File: config.mk
export PLATFORM = sky130hd
export DESIGN_NAME = fetch_queue_stage
export DESIGN_NICKNAME = d
export VERILOG_FILES = /design/src/rtl/all_pkgs.sv /design/src/rtl/fetch_fifo.sv /design/src/rtl/fetch_queue_stage.sv
export SDC_FILE = /design/constraint.sdc
export NUM_CORES = 1
export LEC_CHECK = 0
export ABC_AREA = 1
export CORE_MARGIN = 4
export CORE_UTILIZATION = 61
export DETAILED_ROUTE_END_ITERATION = 8
export PLACE_DENSITY = 0.93
export SYNTH_ARGS = -nofsm -noshare
export SYNTH_HDL_FRONTEND = slang
export SYNTH_SLANG_ARGS = --single-unit
File: constraint.sdc
create_clock -name clk -period 9.2 [get_ports clk]
set_input_delay 1.84 -clock clk [delete_from_list [all_inputs] [get_ports clk]]
set_output_delay 1.84 -clock clk [all_outputs]
set_load 0.02 [all_outputs]
File: src/rtl/all_pkgs.sv
// rtl/all_pkgs.sv - shared widths, fetch entry type and PC step for the fetch path
package all_pkgs;

  localparam int WIDTH   = 32;
  localparam int PC_STEP = 4;

  typedef struct packed {
    logic [WIDTH-1:0] pc;
    logic [WIDTH-1:0] instr;
  } fetch_entry_t;

endpackage

File: src/rtl/fetch_fifo.sv
// rtl/fetch_fifo.sv - DEPTH-entry instruction queue with synchronous clear
module fetch_fifo
  import all_pkgs::*;
#(
  parameter int DW    = $bits(fetch_entry_t),
  parameter int DEPTH = 4,
  parameter int AW    = $clog2(DEPTH),
  parameter int CW    = $clog2(DEPTH + 1)
) (
  input  logic          clk,
  input  logic          rst,
  input  logic          clear,
  input  logic          push,
  input  logic [DW-1:0] push_data,
  input  logic          pop,
  output logic [DW-1:0] pop_data,
  output logic [CW-1:0] count,
  output logic          empty,
  output logic          full
);

  logic [DW-1:0] mem_q [DEPTH];
  logic [AW-1:0] wr_ptr_q, wr_ptr_d;
  logic [AW-1:0] rd_ptr_q, rd_ptr_d;
  logic [CW-1:0] count_q, count_d;
  logic          do_push, do_pop;

  assign empty    = (count_q == '0);
  assign full     = (count_q == CW'(DEPTH));
  assign count    = count_q;
  assign pop_data = mem_q[rd_ptr_q];

  // A push into a full queue is legal only when the head leaves in the same cycle.
  assign do_push = push && (!full || pop);
  assign do_pop  = pop && !empty;

  always_comb begin
    wr_ptr_d = wr_ptr_q;
    rd_ptr_d = rd_ptr_q;
    count_d  = count_q;
    if (clear) begin
      wr_ptr_d = '0;
      rd_ptr_d = '0;
      count_d  = '0;
    end else begin
      if (do_push) wr_ptr_d = wr_ptr_q + AW'(1);
      if (do_pop)  rd_ptr_d = rd_ptr_q + AW'(1);
      count_d = count_q + CW'(do_push) - CW'(do_pop);
    end
  end

  always_ff @(posedge clk or posedge rst) begin
    if (rst) begin
      wr_ptr_q <= '0;
      rd_ptr_q <= '0;
      count_q  <= '0;
    end else begin
      wr_ptr_q <= wr_ptr_d;
      rd_ptr_q <= rd_ptr_d;
      count_q  <= count_d;
    end
  end

  always_ff @(posedge clk) begin
    if (do_push && !clear) mem_q[wr_ptr_q] <= push_data;
  end

endmodule

File: src/rtl/fetch_queue_stage.sv
// rtl/fetch_queue_stage.sv - credit-based pipelined instruction fetch feeding a decode queue
module fetch_queue_stage
  import all_pkgs::*;
#(
  parameter int                WIDTH           = all_pkgs::WIDTH,
  parameter int                DEPTH           = 4,
  parameter int                MAX_OUTSTANDING = 2,
  parameter logic [WIDTH-1:0]  RESET_PC        = '0
) (
  input  logic             clk,
  input  logic             rst,
  input  logic             flush,
  input  logic [WIDTH-1:0] flush_pc,
  output logic             imem_req,
  output logic [WIDTH-1:0] imem_addr,
  input  logic             imem_gnt,
  input  logic             imem_rvalid,
  input  logic [WIDTH-1:0] imem_rdata,
  output logic             instr_valid,
  input  logic             instr_ready,
  output logic [WIDTH-1:0] pc_out,
  output logic [WIDTH-1:0] instr_out
);

  localparam int CW = $clog2(DEPTH + 1);

  logic [WIDTH-1:0]   fetch_pc_q, fetch_pc_d;
  logic [WIDTH-1:0]   resp_pc_q, resp_pc_d;
  logic [CW-1:0]      outst_q, outst_d;
  logic [CW-1:0]      discard_q, discard_d;

  logic [CW-1:0]      fifo_count;
  logic               fifo_empty, fifo_full;
  logic [2*WIDTH-1:0] head;
  logic [CW:0]        in_use;
  logic               fire, rv_ok, keep;

  // Slots already promised (queued + in flight) bound new requests so a kept response always fits.
  assign in_use   = {1'b0, fifo_count} + {1'b0, outst_q};
  assign imem_req = !rst && !flush && !fifo_full
                    && (outst_q < CW'(MAX_OUTSTANDING))
                    && (in_use < (CW+1)'(DEPTH));
  assign imem_addr = fetch_pc_q;

  assign fire  = imem_req && imem_gnt;
  assign rv_ok = imem_rvalid && (outst_q != '0);
  assign keep  = rv_ok && !flush && (discard_q == '0);

  always_comb begin
    outst_d    = outst_q + CW'(fire) - CW'(rv_ok);
    discard_d  = discard_q;
    fetch_pc_d = fetch_pc_q;
    resp_pc_d  = resp_pc_q;
    if (flush) begin
      // Everything still in flight belongs to the old path, minus a response retiring right now.
      discard_d  = outst_q - CW'(rv_ok);
      fetch_pc_d = flush_pc;
      resp_pc_d  = flush_pc;
    end else begin
      if (rv_ok && (discard_q != '0)) discard_d = discard_q - CW'(1);
      if (fire) fetch_pc_d = fetch_pc_q + WIDTH'(PC_STEP);
      if (keep) resp_pc_d  = resp_pc_q + WIDTH'(PC_STEP);
    end
  end

  always_ff @(posedge clk or posedge rst) begin
    if (rst) begin
      fetch_pc_q <= RESET_PC;
      resp_pc_q  <= RESET_PC;
      outst_q    <= '0;
      discard_q  <= '0;
    end else begin
      fetch_pc_q <= fetch_pc_d;
      resp_pc_q  <= resp_pc_d;
      outst_q    <= outst_d;
      discard_q  <= discard_d;
    end
  end

  fetch_fifo #(
    .DW    (2 * WIDTH),
    .DEPTH (DEPTH)
  ) u_fifo (
    .clk       (clk),
    .rst       (rst),
    .clear     (flush),
    .push      (keep),
    .push_data ({resp_pc_q, imem_rdata}),
    .pop       (instr_valid && instr_ready),
    .pop_data  (head),
    .count     (fifo_count),
    .empty     (fifo_empty),
    .full      (fifo_full)
  );

  assign instr_valid = !fifo_empty && !flush;
  assign pc_out      = instr_valid ? head[2*WIDTH-1:WIDTH] : '0;
  assign instr_out   = instr_valid ? head[WIDTH-1:0]       : '0;

endmodule

==> impl_metrics.yaml <==
outcome:
  outcome: "complete, no violations"
flow_run:
  drv_cap: 0
cts:
  cts_resized: 0
  cts_tree: "done"
  cts-root-buf: "clkbuf_16"
  ctsHtreeMaxLevel: 2
  worstSkewPairLatency_ns: 0.51
  cts_buffer_depth: 3
  post_cts_buffers: 0
  clk_pin_slew_ns: 0.06
  ctsHoldBuffers: 0
  cts_made_buffers: 34
  clkSinkCount: 333
routing:
  drt_iter0_markers: 1589
  ant_nets: 0
  wl_per_cell_um: 18.5
  dr.pass1.iters: 6
  totalWireLength_mm: 38.4
  route.detailed.drc: 0
  num_vias: 12299
  viasPerCell: 5.92
critical_path:
  crit_buf_inv: 4
  cpPeakStageDelay_ns: 0.76
  crit_type: "in -> out"
  crit_required_ns: 7.36
  cp_max_fo: 66
  arrival_ns: 4.64
  path_depth: 6
  cp-end-kind: "output port"
  path_delay_family: "buffers and inverters"
  crit_slowest_cell: "buf_2"
  crit_chain: "buf_2, inv_6, nand2_2, buf_4, a21oi_1, clkdlybuf4s50_1"
  rr_worst_depth: 9
  start_kind: "input port"
finish:
  fillCellCount: 1518
  final_cells: 2077
  drive_gt1_share_pct: 5.02
  area_growth_pct: 19.4
  n_antenna_cell: 0
  fin_nets: 1817
synthesis:
  synth_cells: 1585
  synth_nets: 1674
  avgSynthCellArea_um2: 9.63
  synth.distinct_cells: 41
  yosysWarnings: 0
  synthesis.area_um2: 15300
  synth_seq_cells: 333
  synth_seq_area_share_pct: 63.0
min_path:
  hp-class: "reg -> reg"
  holdPathStages: 0
power_and_ir_drop:
  power_switching_mw: 1.44
  clock_power_share_pct: 30.4
  sw_frac_of_total_pct: 32.7
  p_comb_share_pct: 26.8
  p_seq_share_pct: 42.8
  p_per_area_nw_per_um2: 243
  leakage_nw: 6.81
  intPower_mw: 2.98
  vdd_ir_drop_max_mv: 0.147
sta:
  skew_ns: 0.0135
  hold_violations: 0
  rsz0062_at_grt: "no"
  tns_ns: 0
  period_share_pct: 70.5
  setup-violations-final: 0
  period_minus_slack_ns: 6.48
  drv_slew: 0
  fmax_ghz: 0.154
  slew_headroom_pct: 28.0
  worstMarginPinSlew_ns: 1.08
placed_design:
  portBuffers: 167
  place_inst: 2016
  gp_congestion: 0.969
  hpwl_mm: 23.3
floorplanning:
  fp.dieH_um: 166
  core_um2: 24500
  die_w_um: 166
  rows: 57
  die_area_um2: 27600
  initial_core_util_pct: 62.4
  io_pins: 168
global_routing:
  grt.total_usage_pct: 26.5
  grt_pass1_wl_mm: 59.3
  grt_pass1_vias: 11440
  overflow: 0
  grt_antenna_before_repair: 1
  grt_max_degree: 103
==> worst reg2reg max path: stages, from the launching register on <==
cell and delay [ns]:
dfrtp_1 0.44, inv_1 0.09, nand3_1 0.14, nand2_2 0.07
buf_4 0.32, nor2_2 0.27, or2_1 0.15, nand2_2 0.16
nor2_4 0.16, buf_4 0.73
==> per-layer routing <==
| layer | part of all wire [%] | global-route usage, % | up-vias |
|---|---|---|---|
| met5 | 0.034 | 0 | - |
| met2 | 47 | 42.1 | 788 |
| met3 | 10 | 5.36 | 104 |
| li1 | - | - | 5628 |
| met4 | 3.1 | 8.61 | 2 |
| met1 | 39 | 37.1 | 5777 |
==> path summary, 6_finish.rpt <==
kind,start,endpoint,slack (ns)
max reg2reg,u_fifo.count[1]$_DFF_PP0_,u_fifo.mem_q[3][60]$_DFFE_PP_,6.20
max in group asynchronous,rst,u_fifo.rd_ptr_q[0]$_DFFE_PP0P_,6.48
min,resp_pc_q[1]$_DFFE_PP0P_,u_fifo.mem_q[0][33]$_DFFE_PP_,0.52
min in group asynchronous,rst,outst_q[0]$_DFF_PP0_,1.95
min reg2reg,resp_pc_q[1]$_DFFE_PP0P_,u_fifo.mem_q[0][33]$_DFFE_PP_,0.52
max,flush,pc_out[29],2.72
==> layout make-up <==
cell class / count / area (um2) / area share (%)
clock buffer: 46 / 917 / 5.03
clock inverter: 15 / 173 / 0.947
inverter: 90 / 343 / 1.88
multi-input combinational: 1091 / 5020 / 27.5
sequential: 333 / 9620 / 52.8
tap: 324 / 405 / 2.22
timing repair buffer: 178 / 1750 / 9.60
==> placed cells by master, fill, tap and decap left out, drive strengths merged <==
cell           synthesis  layout
clkinvlp               0       3
clkbuf                26      46
o21ai                152     152
nand2                299     299
a21boi                 1       1
edfxtp               256     256
a22oi                  2       2
o21bai                 3       3
a31oi                  4       4
clkdlybuf4s50          0     166
ha                    17      17
xor2                   9       9
nand3b                10      10
dfrtp                 77      77
a21oi                 97      97
nor3b                  1       1
bufinv                 0       3
nand3                 73      73
nor2                 385     385
clkinv                 1      10
or2                    4       4
nand4                 14      14
xnor2                  4       4
buf                   45      12
nor3                   4       4
inv                   89      89
fa                     2       2
o211ai                10      10
==> per-stage QoR <==
stage	hold slack [ns]	total power [mW]	cell area (um2)	worst slack, ns	utilization, %
after floorplan	0.476	2.62	15300	3.27	-
after global placement	0.503	3.02	17100	3.02	70.0
after detailed placement	0.501	3.07	17100	2.86	70.0
after CTS	0.516	4.42	18200	2.74	74.5
after global routing	0.529	4.62	18200	2.60	74.5
final	0.518	4.42	18200	2.72	74.5
==> cell usage after synthesis (all sizes together) <==
library cell / instances / area share (%)
nor2: 385 / 9.7
nand2: 299 / 7.5
edfxtp: 256 / 50
o21ai: 152 / 5.0
a21oi: 97 / 3.2
inv: 89 / 2.2
dfrtp: 77 / 13
nand3: 73 / 2.5
buf: 45 / 1.5
clkbuf: 26 / 0.65
ha: 17 / 1.4
nand4: 14 / 0.61
nand3b: 10 / 0.49
o211ai: 10 / 0.49
xor2: 9 / 0.52
a31oi: 4 / 0.16
nor3: 4 / 0.20
or2: 4 / 0.16
xnor2: 4 / 0.23
o21bai: 3 / 0.15
a22oi: 2 / 0.098
fa: 2 / 0.26
a21boi: 1 / 0.049
clkinv: 1 / 0.025
nor3b: 1 / 0.049
==> power by group through the flow <==
stage	Clock (mW)	Sequential [mW]	Combinational [mW]
4_1_cts	1.35	1.89	1.18
6_report	1.34	1.89	1.18
2_1_floorplan	0	1.88	0.739
3_5_place_dp	0	1.91	1.16
5_1_grt	1.43	1.90	1.29
3_3_place_gp	0	1.90	1.12
==> cells by family (layout without fill, tap and decap cells) <==
family / Yosys count / after routing / share of synthesized area (%)
DFF: 333 / 333 / 63.0
AOI/OAI and AO/OA: 269 / 269 / 9.14
and+or+nand+nor: 790 / 790 / 21.1
xor gates and xnor gates: 13 / 13 / 0.746
buffers and inverters: 161 / 329 / 4.37
adders and majority gates: 19 / 19 / 1.66
==> flip-flops by register name (all words and copies together), names as in the netlist <==
signal	cells
outst_q	3
u_fifo.mem_q	256
discard_q	3
imem_addr	32
u_fifo.wr_ptr_q	2
u_fifo.rd_ptr_q	2
u_fifo.count	3
resp_pc_q	32
Power figures use the tool's default switching activity.
